===== src/rtl/alu_pipe_pkg.sv =====
// Shared types and constants for the pipelined ALU output stage.
package alu_pipe_pkg;

  localparam int unsigned ALU_PIPE_DEPTH_MAX = 8;
  localparam int unsigned REG_ADDR_W         = 5;
  localparam int unsigned WORD_W             = 32;

  // Opcode field inst[31:28]; unlisted codes produce no register write
  typedef enum logic [3:0] {
    OP_NOP  = 4'd0,
    OP_ADD  = 4'd1,
    OP_SUB  = 4'd2,
    OP_AND  = 4'd3,
    OP_OR   = 4'd4,
    OP_XOR  = 4'd5,
    OP_SLL  = 4'd6,
    OP_SRL  = 4'd7,
    OP_SLT  = 4'd8,
    OP_ADDI = 4'd9,
    OP_LUI  = 4'd10
  } alu_op_e;

  // One pipeline stage record
  typedef struct packed {
    logic                  valid;
    logic                  enable;
    logic [REG_ADDR_W-1:0] addr;
    logic [WORD_W-1:0]     data;
    logic                  float;
  } stage_t;

endpackage


===== src/rtl/alu.sv =====
// Combinational ALU: decodes the instruction word and computes the writeback record.
// Encoding: inst[31:28] opcode, inst[27] FP destination, inst[26:22] destination register.
module alu
  import alu_pipe_pkg::*;
(
  input  logic [WORD_W-1:0]     i_inst,
  input  logic [WORD_W-1:0]     i_rs,
  input  logic [WORD_W-1:0]     i_rt,
  input  logic [WORD_W-1:0]     i_imm,
  output logic                  o_enable_c,
  output logic [REG_ADDR_W-1:0] o_addr_c,
  output logic [WORD_W-1:0]     o_data_c,
  output logic                  o_float_c
);

  alu_op_e w_op;
  logic    w_unused_inst;

  assign w_op          = alu_op_e'(i_inst[31:28]);
  assign o_float_c     = i_inst[27];
  assign o_addr_c      = i_inst[26:22];
  assign w_unused_inst = ^i_inst[21:0];

  // Result and write-enable per opcode
  always_comb begin
    o_enable_c = 1'b1;
    o_data_c   = '0;
    case (w_op)
      OP_ADD:  o_data_c = i_rs + i_rt;
      OP_SUB:  o_data_c = i_rs - i_rt;
      OP_AND:  o_data_c = i_rs & i_rt;
      OP_OR:   o_data_c = i_rs | i_rt;
      OP_XOR:  o_data_c = i_rs ^ i_rt;
      OP_SLL:  o_data_c = i_rs << i_rt[4:0];
      OP_SRL:  o_data_c = i_rs >> i_rt[4:0];
      OP_SLT:  o_data_c = ($signed(i_rs) < $signed(i_rt)) ? WORD_W'(1) : WORD_W'(0);
      OP_ADDI: o_data_c = i_rs + i_imm;
      OP_LUI:  o_data_c = {i_imm[15:0], 16'h0000};
      default: o_enable_c = 1'b0;
    endcase
  end

endmodule


===== src/rtl/alu_pipe_stage.sv =====
// One valid/ready register stage; an empty stage always advances so bubbles collapse.
module alu_pipe_stage
  import alu_pipe_pkg::*;
(
  input  logic   i_clk,
  input  logic   i_rst,
  input  logic   i_flush,
  input  stage_t i_up,
  input  logic   i_down_adv,
  output stage_t o_stage,
  output logic   o_adv_c
);

  stage_t r_stage;
  logic   w_adv;

  assign w_adv   = !r_stage.valid || i_down_adv;
  assign o_adv_c = w_adv;
  assign o_stage = r_stage;

  // Capture on transfer, go empty when advancing without one, otherwise hold
  always_ff @(posedge i_clk or posedge i_rst) begin
    if (i_rst) begin
      r_stage <= '0;
    end else if (i_flush) begin
      r_stage.valid <= 1'b0;
    end else if (w_adv) begin
      if (i_up.valid) begin
        r_stage <= i_up;
      end else begin
        r_stage.valid <= 1'b0;
      end
    end
  end

endmodule


===== src/rtl/alu_pipe.sv =====
// Stallable DEPTH-stage ALU result pipeline with flush and in-flight result lookup.
// Optional macro ALU_PIPE_FWD_EN builds the lookup compare; otherwise fwd_hit/fwd_data are 0.
module alu_pipe
  import alu_pipe_pkg::*;
#(
  parameter int unsigned DEPTH = 2
) (
  input  logic                  clk,
  input  logic                  reset,
  input  logic                  in_valid,
  output logic                  in_ready,
  input  logic [WORD_W-1:0]     inst,
  input  logic [WORD_W-1:0]     rs,
  input  logic [WORD_W-1:0]     rt,
  input  logic [WORD_W-1:0]     imm,
  input  logic                  flush,
  output logic                  out_valid,
  input  logic                  out_ready,
  output logic                  enable,
  output logic [REG_ADDR_W-1:0] addr,
  output logic [WORD_W-1:0]     data,
  output logic                  float,
  output logic                  busy,
  input  logic [REG_ADDR_W-1:0] fwd_addr,
  input  logic                  fwd_float,
  output logic                  fwd_hit,
  output logic [WORD_W-1:0]     fwd_data
);

  if (DEPTH < 1 || DEPTH > ALU_PIPE_DEPTH_MAX) begin : g_bad_depth
    $error("alu_pipe: DEPTH out of range");
  end

  logic                  w_alu_enable;
  logic [REG_ADDR_W-1:0] w_alu_addr;
  logic [WORD_W-1:0]     w_alu_data;
  logic                  w_alu_float;
  stage_t                w_up  [DEPTH];
  stage_t                w_stg [DEPTH];
  logic                  w_adv [DEPTH+1];
  logic                  w_busy;
  logic                  w_fwd_hit;
  logic [WORD_W-1:0]     w_fwd_data;

  alu u_alu (
    .i_inst     (inst),
    .i_rs       (rs),
    .i_rt       (rt),
    .i_imm      (imm),
    .o_enable_c (w_alu_enable),
    .o_addr_c   (w_alu_addr),
    .o_data_c   (w_alu_data),
    .o_float_c  (w_alu_float)
  );

  assign w_up[0] = '{valid: in_valid, enable: w_alu_enable, addr: w_alu_addr,
                     data: w_alu_data, float: w_alu_float};
  assign w_adv[DEPTH] = out_ready;

  for (genvar g = 0; g < DEPTH; g++) begin : g_stage
    if (g > 0) begin : g_link
      assign w_up[g] = w_stg[g-1];
    end
    alu_pipe_stage u_stage (
      .i_clk      (clk),
      .i_rst      (reset),
      .i_flush    (flush),
      .i_up       (w_up[g]),
      .i_down_adv (w_adv[g+1]),
      .o_stage    (w_stg[g]),
      .o_adv_c    (w_adv[g])
    );
  end

  // Any stage holding a result
  always_comb begin
    w_busy = 1'b0;
    for (int i = 0; i < int'(DEPTH); i++) begin
      w_busy = w_busy | w_stg[i].valid;
    end
  end

`ifdef ALU_PIPE_FWD_EN
  logic w_lookup_ok;
  assign w_lookup_ok = fwd_float || (fwd_addr != '0);

  // Scan oldest to youngest so the youngest match overwrites
  always_comb begin
    w_fwd_hit  = 1'b0;
    w_fwd_data = '0;
    for (int i = int'(DEPTH) - 1; i >= 0; i--) begin
      if (w_lookup_ok && w_stg[i].valid && w_stg[i].enable &&
          (w_stg[i].float == fwd_float) && (w_stg[i].addr == fwd_addr)) begin
        w_fwd_hit  = 1'b1;
        w_fwd_data = w_stg[i].data;
      end
    end
  end
`else
  logic w_unused_fwd;
  assign w_unused_fwd = ^{fwd_addr, fwd_float};
  assign w_fwd_hit    = 1'b0;
  assign w_fwd_data   = '0;
`endif

  assign in_ready  = w_adv[0];
  assign out_valid = w_stg[DEPTH-1].valid;
  assign enable    = w_stg[DEPTH-1].enable;
  assign addr      = w_stg[DEPTH-1].addr;
  assign data      = w_stg[DEPTH-1].data;
  assign float     = w_stg[DEPTH-1].float;
  assign busy      = w_busy;
  assign fwd_hit   = w_fwd_hit;
  assign fwd_data  = w_fwd_data;

endmodule


===== config.mk =====
export PLATFORM = sky130hd
export DESIGN_NAME = alu_pipe
export DESIGN_NICKNAME = d
export VERILOG_FILES = /design/src/rtl/alu_pipe_pkg.sv /design/src/rtl/alu.sv /design/src/rtl/alu_pipe_stage.sv /design/src/rtl/alu_pipe.sv
export SDC_FILE = /design/constraint.sdc
export NUM_CORES = 1
export LEC_CHECK = 0
export ABC_AREA = 1
export BUFFER_PORTS_ARGS = -buffer_cell sky130_fd_sc_hd__buf_2
export CAP_MARGIN = 20
export CORE_ASPECT_RATIO = 1.5
export CORE_MARGIN = 1
export CORE_UTILIZATION = 45
export CTS_CLUSTER_SIZE = 16
export DETAILED_ROUTE_END_ITERATION = 6
export PLACE_DENSITY_LB_ADDON = 0.12
export SETUP_SLACK_MARGIN = 0.05
export SLEW_MARGIN = 0
export SYNTH_ARGS = -nofsm -noshare
export SYNTH_HDL_FRONTEND = slang
export SYNTH_SLANG_ARGS = --single-unit
export TNS_END_PERCENT = 30

===== constraint.sdc =====
create_clock -name clk -period 4.25 [get_ports clk]
set_input_delay 0.425 -clock clk [delete_from_list [all_inputs] [get_ports clk]]
set_output_delay 0.425 -clock clk [all_outputs]
set_load 0.01 [all_outputs]

; Word level (Yosys, flattened, before mapping)
; Index checks and enable logic that the tools add are counted.
[word_totals]
input_bits = 139
out_inout_bits = 75
regBits = 80
[op_classes]
n_mux = 11
n_eq_ne = 10
shift = 2
n_addsub = 3
magnitude_cmp = 1
bitwise = 5
reduce_logical = 9
[ops]
columns = op, n
row1 = $pmux W32 S10, 1
row2 = $mux W40, 2
row3 = $mux W39, 2
row4 = $add A32 B32 Y32, 2
row5 = $and A32 B32 Y32, 1
row6 = $lt A32 B32 Y1, 1
row7 = $or A32 B32 Y32, 1
row8 = $shl A32 B5 Y32, 1
row9 = $shr A32 B5 Y32, 1
row10 = $sub A32 B32 Y32, 1
row11 = $xor A32 B32 Y32, 1
row12 = $eq A4 B3 Y1 const B, 4
row13 = $eq A4 B4 Y1 const B, 3
row14 = $reduce_or A10 Y1, 1
row15 = $eq A4 B2 Y1 const B, 2
row16 = $mux W1, 6
row17 = $reduce_and A3 Y1, 2
row18 = $eq A4 B1 Y1 const B, 1
row19 = $reduce_bool A2 Y1, 2
row20 = $logic_not A1 Y1, 2
row21 = $logic_or A1 B1 Y1, 2
row22 = $not A1 Y1, 1
row23 = $or A1 B1 Y1, 1

; Longest topological paths before layout
[depth]
ltp_word = 6
mapped_depth = 21

; Modules after synthesis
; From an unflattened synthesis, not the netlist that was laid out.
[hier_totals]
hier_cells = 2539
hier_area_um2 = 14074.7
[by_module_without_submodules]
columns = mod, cells_each, area_each_um2, seq_area_each_um2, instances
row1 = alu, 2150, 10616.4, 0.0, 1
row2 = alu_pipe_stage, 176, 1597.8, 1001.0, 2
row3 = alu_pipe, 37, 262.8, 0.0, 1

; Least setup slack after synthesis
; No wires, ideal clock.
[synth_timing]
kind = input port to flip-flop
start = in inst[31]
end = reg g_stage[0].u_stage.r_stage, in the netlist g_stage[0].u_stage.o_stage[9]
setup_ns = 0.123
required_ns = 4.127
path_slack_ns = 1.504
path_buffers = 1
t_arrival_ns = 2.623
path_stages = 17
cell_sequence = inv_1 -> nor2_1 -> nand2_2 -> buf_1 -> nand2_1 -> o21ai_0 -> ha_1 -> fa_1 -> nand3_1 -> nand2_1 -> nand2_1 -> nand3_1 -> or2_2 -> nand3_1 -> nand4_1 -> o21ai_0 -> nand2_1
[synth_between]
elab_chain_len = 2
elab_cells_between_ends = 11
classes_between = eq/ne: 10 / mux: 1
[synth_rtl]
columns = element, line
row1 = from (decl), alu_pipe.sv:12  ; input logic [WORD_W-1:0] inst,
row2 = $eq A4 B4 Y1 (tied with other cells), alu.sv:28  ; case (w_op)
row3 = $pmux W32 S10 (*), alu.sv:28
row4 = to (signal assigned), alu_pipe_stage.sv:29  ; r_stage <= i_up;
row5 = to (decl), alu_pipe_stage.sv:14  ; stage_t r_stage;
; Every way passes the cells marked *; elsewhere a longest branch is shown, timed or not.
; A chain may end at the register's enable or synchronous reset.

; Worst setup path after layout
[layout_timing]
start = in inst[28]
end = reg g_stage[0].u_stage.r_stage, in the netlist g_stage[0].u_stage.o_stage[15]
; The elaborated chain is that of the path after synthesis.

==> reports/results.txt <==
first-pass GRT wire length - 90800 µm
post-cts hold buffer count - 0
Initial Util - 45.7%
vias per cell - 5.63
largest net degree at the start of global routing - 72
Buffers on Ports - 152
final setup fails - 0
clock latency on the worst-skew pair - 0.36 ns
Max Buffers Root-to-Sink - 2
Worst EP required - 4.49 ns
sequential area share after synthesis - 14.5%
Post-DP HPWL - 50100 µm
clock-pin transition on the worst setup and hold timing paths - 0.07 ns
gr usage total - 38.7%
Final nets - 2767
initial antenna violation count - 0
DRT Wirelength - 61100 µm
width of the die - 145 µm
Slew Viols, Final - 0
maximum vdd drop - 0.217 mV
DR pass1 iterations - 5
max-capacitance violation count - 0
layout cells sized above 1 - 11.2%
clk sinks - 80
status - finished, final reports clean
Routed Antenna Nets - 0
commonest non-fill, non-tap cell in the layout - nand2_1
leading cell types in the layout, fill and taps excluded - 744 x nand2_1, 392 x nand3_1, 325 x inv_1, 189 x nor2_1, 152 x buf_2
I/O pin count - 214
CP Max Fanout - 13
CP Data Arrival Time - 3.73 ns
hold crit path type - in -> async
H-tree levels - 3
CTS tree - yes
Post-CTS Setup Inserts - 0
DP Worst Slack - 0.569 ns
wire length per cell - 21.1 µm
Placement Rows - 78
Critical Path Source Type - primary input
Mean Syn Cell Area - 5.76 µm²
number of buffers created by CTS - 9
Die H - 217 µm
post-route cell area - 14900 µm²
Rel. slew slack - 36.1%
synth warn - 0
max reg flops - 80
final RePlAce weighted congestion - 0.999
Mapped Cells - 2400
Cell Area, Synth - 13800 µm²
Layout area overhead - 7.83%
Netlist cell types - 50
die area - 31400 µm²
Crit Path Category - in -> reg
Worst setup EP type - register
post-layout util - 49.3%
CTS resizes - 0
DRC errors left - 0
CORE AREA - 30300 µm²
Layout Skew - 0.00963 ns
grt ovf - 0
Iter 0 DRT Violations - 1626
PD cells - 236 nW/µm²
clk root buf - clkbuf_16
final setup margin - 0.764 ns
Post-Place Cell Area - 14600 µm²
final setup TNS - 0 ns
Synth Register Bits - 80
fin crit period - 3.49 ns
leak pwr - 8.65 nW
via total after detailed routing - 16319
diodes inserted - 0
period utilisation layout - 82.0%
FMAX - 0.287 GHz
vias in the first global route - 15393
Slew @ Worst Pin - 0.955 ns
final hold violations - 0
RSZ-0062 raised after global routing - false
## final timing paths
kind / from / endpoint / slack (ns) / cells after the start
max: inst[28] / g_stage[0].u_stage.o_stage[15]$_DFFE_PP0P_ / 0.76 / 18
min: reset / g_stage[1].u_stage.o_stage[20]$_DFFE_PP0P_ / 0.16 / 2
max reg2reg: g_stage[1].u_stage.o_stage[39]$_DFFE_PP0P_ / g_stage[1].u_stage.o_stage[35]$_DFFE_PP0P_ / 2.40 / 5
min reg2reg: g_stage[0].u_stage.o_stage[1]$_DFFE_PP0P_ / g_stage[0].u_stage.o_stage[1]$_DFFE_PP0P_ / 0.48 / 2
max in group asynchronous: reset / g_stage[1].u_stage.o_stage[5]$_DFFE_PP0P_ / 3.15 / 3
min in group clk: inst[24] / g_stage[0].u_stage.o_stage[35]$_DFFE_PP0P_ / 0.26 / 3
## cell usage after synthesis (all sizes together)
library cell,count,area share (%)
clkinv,2,0.090
and3,4,0.18
buf,98,4.9
a221oi,5,0.41
xor2,2,0.13
nand4,20,0.91
o21ai,90,3.3
or2,9,0.41
o21bai,8,0.43
clkbuf,21,0.57
nand3,392,14
nor2,194,5.5
mux2,37,3.0
dfrtp,80,14
nor4,2,0.090
and2,19,0.88
mux2i,2,0.14
o211ai,24,1.5
nor3,18,0.65
fa,2,0.29
nand2,767,21
a22oi,1,0.054
a211oi,3,0.20
a21oi,92,3.3
a21o,1,0.054
conb,1,0.027
inv,335,9.1
a31oi,5,0.23
o21a,3,0.16
o22ai,16,0.72
o2111ai,4,0.25
o221ai,3,0.19
ha,132,12
nand3b,8,0.43
## logic make-up (layout without fill, tap and decap cells)
logic type,count (synthesis),in the layout,synth area share (%)
and+or+nand+nor,1433,1433,44.5
DFF,80,80,14.5
xor gates and xnor gates,2,2,0.127
muxes,39,39,3.16
AOI/OAI and AO/OA,255,255,10.8
other,1,33,0.0271
buffers and inverters,456,523,14.7
adders and majority gates,134,134,12.2
## critical path, stage by stage
cell	delay (ns)
buf_2	0.11
inv_2	0.05
nor2_4	0.12
nand2_2	0.31
nand2_1	0.14
o21ai_0	0.09
ha_1	0.24
fa_1	0.45
nand3_1	0.11
nand2_1	0.16
nand2_1	0.10
nand2_1	0.11
nand2_1	0.10
nand2_1	0.25
o21ai_0	0.54
nand3_1	0.23
nand2_1	0.10
nand2_1	0.05
## through the flow
step / hold slack [ns] / instances / power (mW)
after floorplan: 0.445 / 2432 / 2.14
after global placement: 0.458 / 2883 / 2.71
after detailed placement: 0.462 / 2883 / 2.74
after CTS: 0.183 / 2899 / 3.50
after global routing: 0.223 / 2899 / 3.75
final: 0.164 / 2899 / 3.52
## area by class of cell
class                           instances  area, µm²
Fill cell                            3397      15300
Tap cell                              400        500
Sequential cell                        80       2000
Inverter                              337       1270
Multi-Input combinational cell       1896       9920
Clock inverter                          6       51.3
Timing Repair Buffer                  170        921
Clock buffer                           10        239
## power by group
group	leakage (nW)	switching (mW)	total (mW)	internal (mW)
clock network	0.134	0.341	0.761	0.419
registers	1.05	0.0742	0.985	0.911
logic	7.47	1.20	1.77	0.577
total	8.65	1.61	3.52	1.91
## metal layers
metal / vias to the layer above / track usage [%] / wire length, µm / share of wire, %
met4: 0 / 27.3 / 4620 / 7.5
met3: 166 / 2.88 / 2920 / 4.8
met1: 7628 / 42.7 / 23100 / 38
li1: 7871 / - / - / -
met2: 654 / 70.3 / 30500 / 50
met5: - / 0 / 0 / 0
No activity file was read; power rests on OpenSTA's default activity.
